==> config.mk <==
export PLATFORM = sky130hd
export DESIGN_NAME = operand_b_stage_flat
export DESIGN_NICKNAME = d
export VERILOG_FILES = /design/src/rtl/operand_b_if.sv /design/src/rtl/operand_b_stage.sv /design/src/flat_wrapper.sv
export SDC_FILE = /design/constraint.sdc
export NUM_CORES = 1
export LEC_CHECK = 0
export BUFFER_PORTS_ARGS = -buffer_cell sky130_fd_sc_hd__buf_4
export CAP_MARGIN = 20
export CORE_MARGIN = 5
export CORE_UTILIZATION = 52
export CTS_BUF_LIST = sky130_fd_sc_hd__clkbuf_8
export CTS_CLUSTER_DIAMETER = 80
export DETAILED_ROUTE_END_ITERATION = 7
export GPL_TIMING_DRIVEN = 0
export PLACE_DENSITY = 0.82
export SKIP_LAST_GASP = 1
export SLEW_MARGIN = 10
export SYNTH_ARGS = -nofsm -noshare
export SYNTH_HDL_FRONTEND = slang
export SYNTH_SLANG_ARGS = --single-unit
==> constraint.sdc <==
create_clock -name clk -period 1.7 [get_ports clk]
set_input_delay 0.34 -clock clk [delete_from_list [all_inputs] [get_ports clk]]
set_output_delay 0.34 -clock clk [all_outputs]
set_load 0.1 [all_outputs]
==> src/rtl/operand_b_if.sv <==
// Handshake and data bundle between decode/register-read, the operand-B stage and the ALU.
interface operand_b_if #(
    parameter int unsigned WIDTH = 8,
    parameter int unsigned IMM_W = 8
);
    logic             in_valid;
    logic             in_ready;
    logic [2:0]       s;
    logic [WIDTH-1:0] B;
    logic [IMM_W-1:0] Im;
    logic [WIDTH-1:0] mem_data;
    logic             out_valid;
    logic             out_ready;
    logic [WIDTH-1:0] out;
    logic             sel_err;

    modport master (
        output in_valid, s, B, Im, mem_data, out_ready,
        input  in_ready, out_valid, out, sel_err
    );

    modport slave (
        input  in_valid, s, B, Im, mem_data, out_ready,
        output in_ready, out_valid, out, sel_err
    );
endinterface

==> src/rtl/operand_b_stage.sv <==
// ALU operand-B selector with a two-entry skid buffer so decode and ALU can stall independently.
module operand_b_stage #(
    parameter int unsigned WIDTH = 8,
    parameter int unsigned IMM_W = 8
) (
    input  logic        clk,
    input  logic        rst,
    operand_b_if.slave  bus
);
    typedef enum logic [1:0] {
        EMPTY = 2'd0,
        ONE   = 2'd1,
        FULL  = 2'd2
    } state_e;

    state_e           state_q, state_d;
    logic [WIDTH-1:0] main_q, main_d;
    logic [WIDTH-1:0] skid_q, skid_d;
    logic             out_valid_q, out_valid_d;
    logic             in_ready_q, in_ready_d;
    logic             sel_err_q, sel_err_d;

    logic [WIDTH-1:0] sel_val_c;
    logic             reserved_c;
    logic             accept_c;
    logic             consume_c;

    // Operand select decode on the presented input
    always_comb begin
        sel_val_c  = bus.B;
        reserved_c = 1'b0;
        case (bus.s)
            3'b000:  sel_val_c = bus.B;
            3'b001:  sel_val_c = WIDTH'(bus.Im);
            3'b010:  sel_val_c = '0;
            3'b011:  sel_val_c = WIDTH'($signed(bus.Im));
            3'b100:  sel_val_c = bus.mem_data;
            default: begin
                sel_val_c  = bus.B;
                reserved_c = 1'b1;
            end
        endcase
    end

    assign accept_c  = bus.in_valid && in_ready_q;
    assign consume_c = out_valid_q && bus.out_ready;

    // Occupancy state machine: main drives the output, skid absorbs one extra operand
    always_comb begin
        state_d   = state_q;
        main_d    = main_q;
        skid_d    = skid_q;
        sel_err_d = sel_err_q || (accept_c && reserved_c);

        case (state_q)
            EMPTY: begin
                if (accept_c) begin
                    main_d  = sel_val_c;
                    state_d = ONE;
                end
            end
            ONE: begin
                if (accept_c && consume_c) begin
                    main_d  = sel_val_c;
                end else if (accept_c) begin
                    skid_d  = sel_val_c;
                    state_d = FULL;
                end else if (consume_c) begin
                    state_d = EMPTY;
                end
            end
            FULL: begin
                if (consume_c) begin
                    main_d  = skid_q;
                    state_d = ONE;
                end
            end
            default: state_d = EMPTY;
        endcase

        out_valid_d = (state_d != EMPTY);
        in_ready_d  = (state_d != FULL);
    end

    always_ff @(posedge clk) begin
        if (rst) begin
            state_q     <= EMPTY;
            main_q      <= '0;
            skid_q      <= '0;
            out_valid_q <= 1'b0;
            in_ready_q  <= 1'b1;
            sel_err_q   <= 1'b0;
        end else begin
            state_q     <= state_d;
            main_q      <= main_d;
            skid_q      <= skid_d;
            out_valid_q <= out_valid_d;
            in_ready_q  <= in_ready_d;
            sel_err_q   <= sel_err_d;
        end
    end

    assign bus.out       = main_q;
    assign bus.out_valid = out_valid_q;
    assign bus.in_ready  = in_ready_q;
    assign bus.sel_err   = sel_err_q;
endmodule

==> src/flat_wrapper.sv <==
// flat-port wrapper written by rule: the top's interface ports become plain ports
module operand_b_stage_flat 
#(
    parameter int unsigned WIDTH = 8,
    parameter int unsigned IMM_W = 8
)
  (clk, rst, bus_in_valid, bus_s, bus_B, bus_Im, bus_mem_data, bus_out_ready, bus_in_ready, bus_out_valid, bus_out, bus_sel_err);
  operand_b_if #(.WIDTH(WIDTH), .IMM_W(IMM_W)) bus_i ();
  input  logic clk;
  input  logic rst;
  input wire logic [$bits(bus_i.in_valid)-1:0] bus_in_valid;
  input wire logic [$bits(bus_i.s)-1:0] bus_s;
  input wire logic [$bits(bus_i.B)-1:0] bus_B;
  input wire logic [$bits(bus_i.Im)-1:0] bus_Im;
  input wire logic [$bits(bus_i.mem_data)-1:0] bus_mem_data;
  input wire logic [$bits(bus_i.out_ready)-1:0] bus_out_ready;
  output wire logic [$bits(bus_i.in_ready)-1:0] bus_in_ready;
  output wire logic [$bits(bus_i.out_valid)-1:0] bus_out_valid;
  output wire logic [$bits(bus_i.out)-1:0] bus_out;
  output wire logic [$bits(bus_i.sel_err)-1:0] bus_sel_err;
  assign bus_i.in_valid = bus_in_valid;
  assign bus_i.s = bus_s;
  assign bus_i.B = bus_B;
  assign bus_i.Im = bus_Im;
  assign bus_i.mem_data = bus_mem_data;
  assign bus_i.out_ready = bus_out_ready;
  assign bus_in_ready = bus_i.in_ready;
  assign bus_out_valid = bus_i.out_valid;
  assign bus_out = bus_i.out;
  assign bus_sel_err = bus_i.sel_err;
  operand_b_stage #(.WIDTH(WIDTH), .IMM_W(IMM_W)) u_core (.clk(clk), .rst(rst), .bus(bus_i));
endmodule
==> flow_metrics.tcl, run 1 <==
set metrics [dict create \
    worstSkewPairLatency_ps 260 \
    overflow 0 \
    start_util_pct 53.0 \
    powerDensity_mw_per_mm2 913 \
    setup-violations-final 0 \
    die_h_microns 59.8 \
    synth_edf_count 0 \
    cp_max_fo 8 \
    skew_ps 1.87 \
    drv_cap 0 \
    dr.pass1.iters 4 \
    via_per_inst 5.84 \
    seq_area_frac_synth_pct 32.6 \
    grt_pass1_vias 1261 \
    critPathMaxStageDelay_ps 550 \
    n_fill_cell 202 \
    syn_avg_cell_area_sq_um 9.08 \
    layout.nets 216 \
    drt_iter0_drc 44 \
    io_buffers 38 \
    cts_max_level 1 \
    final_max_slew_viol_count 0 \
    cp_num_buf_inv 0 \
    outcome "complete, no violations" \
    vias 1250 \
    tightest_slew_ps 652 \
    max_freq_ghz 0.667 \
    cp_top_family "compound AO/OA/AOI/OAI gates" \
    grt_antenna_before_repair 0 \
    fin_crit_ps 1500 \
    p_leak_nw 0.766 \
    yosysTopAreaCellShare_pct 32.6 \
    cts_tree "yes" \
    crit_required_ps 1880 \
    syn_area_sq_mm 0.00129 \
    synth_warnings 0 \
    cts_resized 0 \
    rows 18 \
    synth_seq_cells 21 \
    critPathKind "reg2reg" \
    irDropWorstVdd_uv 773 \
    die_w_microns 59.8 \
    drc 0 \
    cts.sinks 21 \
    clkTransAtPathRegs_ps 70 \
    synth_fp_nets 173 \
    finalCritPeriodShare_pct 88.2 \
    ant_nets 0 \
    hold_buffers 0 \
    rsz0062_at_grt "false" \
    post-dp-hpwl_microns 2560 \
    synthFlopType "dfxtp_1" \
    arrival_ps 1680 \
    hold_viol 0 \
    grtUsageTotal_pct 19.2 \
    core_area_sq_mm 0.00243 \
    grt_pass1_wl_microns 5380 \
    yosysTopAreaCell "dfxtp_1" \
    dieArea_sq_mm 0.00357 \
    syn_to_final_growth_pct 29.1 \
    dpl-instance-area_sq_mm 0.00162 \
    max_slew_margin_pct 56.5 \
    final_cell_area_sq_mm 0.00166 \
    antenna_cells 0 \
    cts_buffer_depth 2 \
    yosysUniqueCellTypes 29 \
    wl_per_cell_microns 15.6 \
    cts_made_buffers 3 \
    cp-start-kind "flop" \
    drt-total-wl_microns 3330 \
    slowest_stage "a21oi_1" \
    end_kind "flop" \
    hold_path.class "in2reg" \
    async_flop_share_pct 0 \
    io-pin-count 42 \
    crit_chain "nand4b_1 > a21oi_1 > nor2_1 > nor3_1" \
    setup_tns_ps 0 \
    cts_root_buffer "clkbuf_8" \
    grt_max_degree 12 \
    post_cts_buffers 0 \
    final_layout_size_suffix_gt1_share_pct 32.6 \
    synth_area_leaders "dfxtp_1 33%, mux2i_1 12%, nor2_1 9.9%" \
    gp_congestion 0.839 \
    synth_cells 142 \
]
metrics by stage:
| stage | hold slack (ps) | power (mW) | util [%] | cells | setup slack, ps |
|---|---|---|---|---|---|
| 6_report | 371 | 1.52 | 68.4 | 214 | 200 |
| 5_1_grt | 374 | 1.59 | 68.4 | 214 | 81.3 |
| 4_1_cts | 366 | 1.52 | 68.4 | 214 | 208 |
| 3_5_place_dp | 470 | 1.21 | 66.6 | 210 | 36.9 |
| 3_3_place_gp | 456 | 1.19 | 66.6 | 210 | 124 |
| 2_1_floorplan | 469 | 1.05 | - | 142 | 77.4 |
cell usage after synthesis (all sizes together) (3+ instances only):
cell and count:
clkbuf 6, buf 6, nand2 3, dfxtp 21, nand3b 8, o41ai 8, nand3 8, mux2i 16
nor2 34, nor3 8, o221ai 8
cells in the final DEF (no fill, tap or decap), types with 2 or more instances in the layout:
master | Yosys | final
inv_1 | 2 | 3
nand2b_1 | 2 | 2
mux2i_1 | 16 | 16
dfxtp_1 | 21 | 19
nand2_1 | 3 | 3
a21oi_1 | 2 | 2
nor3_1 | 8 | 8
clkbuf_1 | 5 | 5
o221ai_1 | 6 | 6
nor2_1 | 34 | 34
nand3_1 | 8 | 8
buf_4 | 1 | 39
buf_6 | 5 | 5
o41ai_2 | 7 | 7
nand3b_1 | 8 | 8
dfxtp_4 | 0 | 2
clkbuf_8 | 0 | 3
area by class of cell:
| type | count | area [sq um] | share of cell area, % |
|---|---|---|---|
| clock inverter | 1 | 3.75 | 0.226 |
| buffer | 12 | 87.6 | 5.26 |
| multi-input combinational | 107 | 773 | 46.5 |
| clock buffer | 3 | 41.3 | 2.48 |
| tap | 30 | 37.5 | 2.26 |
| inverter | 2 | 7.51 | 0.451 |
| sequential | 21 | 428 | 25.7 |
| timing repair buffer | 38 | 285 | 17.1 |
worst paths after layout:
path,start,end,slack (ps),cells after the start
hold / removal,bus_out_ready,u_core.bus.in_ready$_SDFF_PP1_,370,2
setup / recovery,u_core.state_q[1]$_SDFF_PP0_,u_core.skid_q[4]$_SDFFE_PP0P_,200,4
hold reg to reg,u_core.bus.sel_err$_SDFF_PP0_,u_core.bus.sel_err$_SDFF_PP0_,490,2
setup reg to reg,u_core.state_q[1]$_SDFF_PP0_,u_core.skid_q[4]$_SDFFE_PP0P_,200,4
cells by family (layout without fill, tap and decap cells):
logic type / after synthesis / after routing / synth area share (%)
DFF: 21 / 21 / 32.6
and+or+nand+nor: 66 / 66 / 24.3
buffers and inverters: 14 / 56 / 7.38
xor gates and xnor gates: 1 / 1 / 0.680
muxes: 16 / 16 / 12.4
AOI/OAI and AO/OA: 24 / 24 / 22.6
routing by layer:
layer / GRT usage (%) / up-vias / share of wire [%]
met3: 4.10 / 4 / 10
met4: 8.23 / 0 / 0.99
met5: 0 / - / 0
li1: - / 602 / -
met2: 32.9 / 53 / 46
met1: 22.8 / 591 / 43
report_power, final:
| group | switching, mW | internal (mW) | leakage (nW) | total (mW) |
|---|---|---|---|---|
| Combinational | 0.410 | 0.209 | 0.566 | 0.619 |
| Sequential | 0.0352 | 0.546 | 0.173 | 0.581 |
| Clock | 0.158 | 0.161 | 0.0269 | 0.319 |
| Total | 0.604 | 0.916 | 0.766 | 1.52 |
sequential cells by signal, indices dropped and copies added, names as in the netlist:
| register | flops |
|---|---|
| u_core.bus.out_valid | 1 |
| u_core.skid_q | 8 |
| u_core.bus.in_ready | 1 |
| u_core.bus.sel_err | 1 |
| u_core.bus.out | 8 |
| u_core.state_q | 2 |
Note: power is estimated with default switching activity, not from simulation.
==> run 2, diff against run 1 <==
- CORE_UTILIZATION: 52 -> 47
- PLACE_DENSITY: 0.82 -> 0.78
- clock period: 1.7 -> 1.35 ns (I/O delays scaled with it)
==> flow_metrics.tcl, run 2 (synthesized netlist as in run 1, its figures left out) <==
set metrics [dict create \
    outcome "finished with violations" \
    violations "setup timing" \
    final_max_slew_viol_count 0 \
    cts_root_buffer "clkbuf_8" \
    hold_path_end "u_core.bus.sel_err$_SDFF_PP0_" \
    crit_required_ps 1490 \
    io_buffers 38 \
    worstSkewPairLatency_ps 250 \
    r2r-end "u_core.bus.out[5]$_SDFFE_PP0P_" \
    grt_antenna_before_repair 0 \
    p_leak_nw 0.792 \
    setup_tns_ps -7.19 \
    setup-violations-final 1 \
    grtUsageTotal_pct 16.6 \
    hold_viol 0 \
    gp_congestion 0.839 \
    via_per_inst 5.63 \
    dieArea_sq_mm 0.00389 \
    irDropWorstVdd_uv 944 \
    whs_path_depth 3 \
    cp-start-kind "flop" \
    postLayoutSetupSlackWorst_ps -7.19 \
    reg2reg_depth 3 \
    wl_per_cell_microns 14.8 \
    skew_ps 3.08 \
    dr.pass1.iters 4 \
    clkTransAtPathRegs_ps 70 \
    max_freq_ghz 0.737 \
    fin_cells 216 \
    fin_crit_ps 1360 \
    layout.nets 217 \
    grt_pass1_vias 1295 \
    rows 19 \
    start_util_pct 48.0 \
    ant_nets 0 \
    post-dp-hpwl_microns 2580 \
    core_area_sq_mm 0.00269 \
    hp-start "bus_in_valid" \
    vias 1217 \
    r2r_slack_ps -7 \
    critPathKind "reg2reg" \
    powerDensity_mw_per_mm2 1120 \
    syn_to_final_growth_pct 34.0 \
    drt_iter0_drc 49 \
    rsz0062_at_grt "true" \
    grt_max_degree 12 \
    die_h_microns 62.4 \
    final_layout_size_suffix_gt1_share_pct 37.3 \
    drv_cap 0 \
    utilization_pct 64.3 \
    end_kind "flop" \
    r2r_start "u_core.state_q[0]$_SDFF_PP0_" \
    overflow 0 \
    max_slew_margin_pct 64.1 \
    tightest_slew_ps 538 \
    io-pin-count 42 \
    die_w_microns 62.4 \
    hold_path.class "in2reg" \
    final_cell_mix "40 x buf_4, 34 x nor2_1, 17 x dfxtp_1" \
    dp_cells 211 \
    cp_max_fo 8 \
    cts_buffer_depth 2 \
    cts_tree "yes" \
    final_common_cell "buf_4" \
    n_fill_cell 220 \
    arrival_ps 1500 \
    drt-total-wl_microns 3200 \
    antenna_cells 0 \
    cts_max_level 1 \
    cts_made_buffers 3 \
    cts.sinks 21 \
    finalCritPeriodShare_pct 101 \
    grt_pass1_wl_microns 5590 \
    drc 0 \
]
## run 2: worst max-delay path by stage
stage                                          from                        endpoint  slack (ps)  cells past startpoint
floorplan           u_core.bus.out_valid$_SDFF_PP0_  u_core.bus.out[0]$_SDFFE_PP0P_        -160                      5
detailed placement                         bus_s[1]  u_core.bus.out[3]$_SDFFE_PP0P_        -140                      6
finish                 u_core.state_q[0]$_SDFF_PP0_  u_core.bus.out[5]$_SDFFE_PP0P_          -7                      3
global route         u_core.bus.in_ready$_SDFF_PP1_  u_core.bus.out[4]$_SDFFE_PP0P_         -60                      4
CTS                    u_core.state_q[0]$_SDFF_PP0_  u_core.bus.out[4]$_SDFFE_PP0P_         -10                      4
global placement                           bus_s[1]  u_core.bus.out[1]$_SDFFE_PP0P_        -120                      6
## run 2: metrics by stage
| stage | setup WS (ps) | hold WS, ps | instance area (sq um) | total power [mW] |
|---|---|---|---|---|
| floorplan | -158 | 433 | 1300 | 1.33 |
| global placement | -116 | 459 | 1630 | 1.50 |
| finish | -7.19 | 336 | 1730 | 1.94 |
| CTS | -11.3 | 313 | 1680 | 1.91 |
| detailed placement | -138 | 464 | 1630 | 1.52 |
| global route | -61.9 | 369 | 1730 | 2.04 |
## run 2: final cells by class
| class | count | area, sq um | area share, % |
|---|---|---|---|
| Timing Repair Buffer | 40 | 318 | 18.4 |
| Clock buffer | 3 | 41.3 | 2.39 |
| Clock inverter | 1 | 3.75 | 0.217 |
| Tap cell | 31 | 38.8 | 2.25 |
| Buffer | 11 | 88.8 | 5.14 |
| Sequential cell | 21 | 430 | 24.9 |
| Inverter | 2 | 7.51 | 0.435 |
| Multi-Input combinational cell | 107 | 798 | 46.2 |
## run 2: per-layer routing
layer  vias up  track usage (%)  part of all wire, %
met5         -                0                    0
met4         0             6.90                  1.2
met3         6             6.13                  8.0
met2        41             27.3                   46
met1       565             19.4                   45
li1        605                -                    -
## run 2: worst max-delay path, stage by stage, from the launching register on
cell and delay [ps]:
dfxtp_2 340, a21boi_4 140, o32a_4 380, o41ai_1 380
## run 2: timing repair
action	in CTS	in global routing
endpoints found under the setup margin	16	14
cloned	0	1
resized for setup	4	4
buffers inserted	0	1
hold buffers	0	0
endpoints found under the hold margin	0	0
pin swaps	1	1
## run 2: power breakdown
group | internal [mW] | switching [mW] | leakage [nW]
combinational | 0.297 | 0.517 | 0.592
sequential | 0.690 | 0.0521 | 0.173
clock | 0.202 | 0.184 | 0.0269
total | 1.19 | 0.753 | 0.792
==> run 3, diff against run 2 <==
--- a/constraint.sdc
+++ b/constraint.sdc
@@ -3,2 +3,2 @@
 set_output_delay 0.27 -clock clk [all_outputs]
-set_load 0.1 [all_outputs]
+set_load 0.01 [all_outputs]
==> flow_metrics.tcl, run 3 (synthesized netlist as in run 1, its figures left out) <==
set metrics [dict create \
    grtUsageTotal_pct 17.9 \
    max_freq_ghz 0.743 \
    drc 0 \
    final_cell_mix "44 x buf_4, 33 x nor2_1, 17 x dfxtp_1" \
    powerDensity_mw_per_mm2 983 \
    grt_pass1_vias 1229 \
    final_max_slew_viol_count 0 \
    syn_to_final_growth_pct 40.5 \
    p_leak_nw 0.831 \
    finalCritPeriodShare_pct 99.8 \
    utilization_pct 67.4 \
    gp_congestion 0.818 \
    cts.sinks 21 \
    dr.pass1.iters 4 \
    cts_root_buffer "clkbuf_8" \
    tightest_slew_ps 593 \
    irDropWorstVdd_uv 893 \
    io_buffers 38 \
    dpl-instance-area_sq_mm 0.00163 \
    cts_buffer_depth 2 \
    final_layout_size_suffix_gt1_share_pct 43.9 \
    outcome "complete, no violations" \
    clkTransAtPathRegs_ps 80 \
    max_slew_margin_pct 60.5 \
    skew_ps 2.68 \
    final_common_cell "buf_4" \
    r2r_slack_ps 3 \
    hold_viol 0 \
    die_w_microns 62.4 \
    cts_made_buffers 3 \
    final_cell_area_sq_mm 0.00181 \
    path_depth 6 \
    critPathKind "reg2reg" \
    ant_nets 0 \
    whs_path_depth 3 \
    reg2reg_depth 6 \
    n_fill_cell 207 \
    post-dp-hpwl_microns 2550 \
    regArea_sq_um 428 \
    wl_per_cell_microns 16.2 \
    cts_tree "yes" \
    dieArea_sq_mm 0.00389 \
    io-pin-count 42 \
    cp_max_fo 7 \
    overflow 0 \
    antenna_cells 0 \
    grt_max_degree 13 \
    post-place-ws_ps -153 \
    hold_path.class "in2reg" \
    worstSkewPairLatency_ps 260 \
    drt-total-wl_microns 3570 \
    arrival_ps 1530 \
    slowest_stage "dfxtp_2" \
    hold_buffers 0 \
    cp_top_family "simple AND/OR/NAND/NOR gates" \
    crit_required_ps 1530 \
    multi_input_area_sq_um 855 \
    drt_iter0_drc 69 \
    rsz0062_at_grt "true" \
    cp_num_buf_inv 2 \
    vias 1264 \
    crit_chain "buf_4 > nand4b_1 > a21oi_4 > buf_12 > nor2_2 > nor3_2" \
    cts_max_level 1 \
    end_kind "flop" \
    postLayoutSetupSlackWorst_ps 3.37 \
    start_util_pct 48.0 \
    grt_pass1_wl_microns 5860 \
    setup-violations-final 0 \
    grt_antenna_before_repair 0 \
    cp-start-kind "flop" \
    fin_crit_ps 1350 \
    die_h_microns 62.4 \
    core_area_sq_mm 0.00269 \
    layout.nets 221 \
    drv_cap 0 \
    rows 19 \
    critPathMaxStageDelay_ps 350 \
    via_per_inst 5.75 \
]
run 3: changes by cell type in the layout (fill, tap and decap cells not counted), sizes merged:
cell and delta:
buf +6, clkbuf -2, clkinv +1, inv -1
run 3: area by class of cell:
type                       instances  area share [%]
buffer                            11            4.91
clock buffer                       3            2.28
clock inverter                     1           0.276
inverter                           2           0.415
multi-input combinational        107            47.2
sequential                        21            23.6
tap                               31            2.14
timing repair buffer              44            19.1
run 3: worst min-delay path: cells and delay by family:
family / cells / cell delay (ps)
buf+inv: 1 / 100
simple gates: 1 / 70
compound gates: 1 / 100
run 3: final timing paths:
kind,from,endpoint
worst max-delay path,u_core.state_q[0]$_SDFF_PP0_,u_core.skid_q[2]$_SDFFE_PP0P_
worst min-delay path,bus_in_valid,u_core.bus.sel_err$_SDFF_PP0_
worst max register to register,u_core.state_q[0]$_SDFF_PP0_,u_core.skid_q[2]$_SDFFE_PP0P_
worst min register to register,u_core.bus.sel_err$_SDFF_PP0_,u_core.bus.sel_err$_SDFF_PP0_
run 3: metal layers:
metal  wire length (microns)  part of all wire (%)  GRT usage, %
met1                    1510                    42          22.4
met3                     307                   8.6          5.95
met2                    1650                    46          29.0
met5                       0                     0             0
met4                      95                   2.7          5.57
run 3: power breakdown:
group | switching [mW] | leakage (nW) | internal, mW | total, mW
sequential | 0.0477 | 0.173 | 0.690 | 0.738
clock | 0.210 | 0.0255 | 0.206 | 0.416
combinational | 0.307 | 0.633 | 0.318 | 0.625
total | 0.565 | 0.831 | 1.21 | 1.78
run 3: what timing repair did:
item | in CTS | in global routing
gates cloned | 1 | 0
endpoints found under the setup margin | 16 | 16
pin swaps | 2 | 6
resized for setup | 4 | 19
buffers inserted | 2 | 3
run 3: per-stage QoR:
stage / std cells / hold WS [ps] / setup TNS (ps) / total power, mW
after global routing: 220 / 342 / -253 / 1.89
after CTS: 217 / 312 / 0 / 1.70
after floorplan: 142 / 434 / 0 / 1.08
final: 220 / 307 / 0 / 1.78
after global placement: 211 / 456 / -1020 / 1.26
after detailed placement: 211 / 471 / -1640 / 1.28
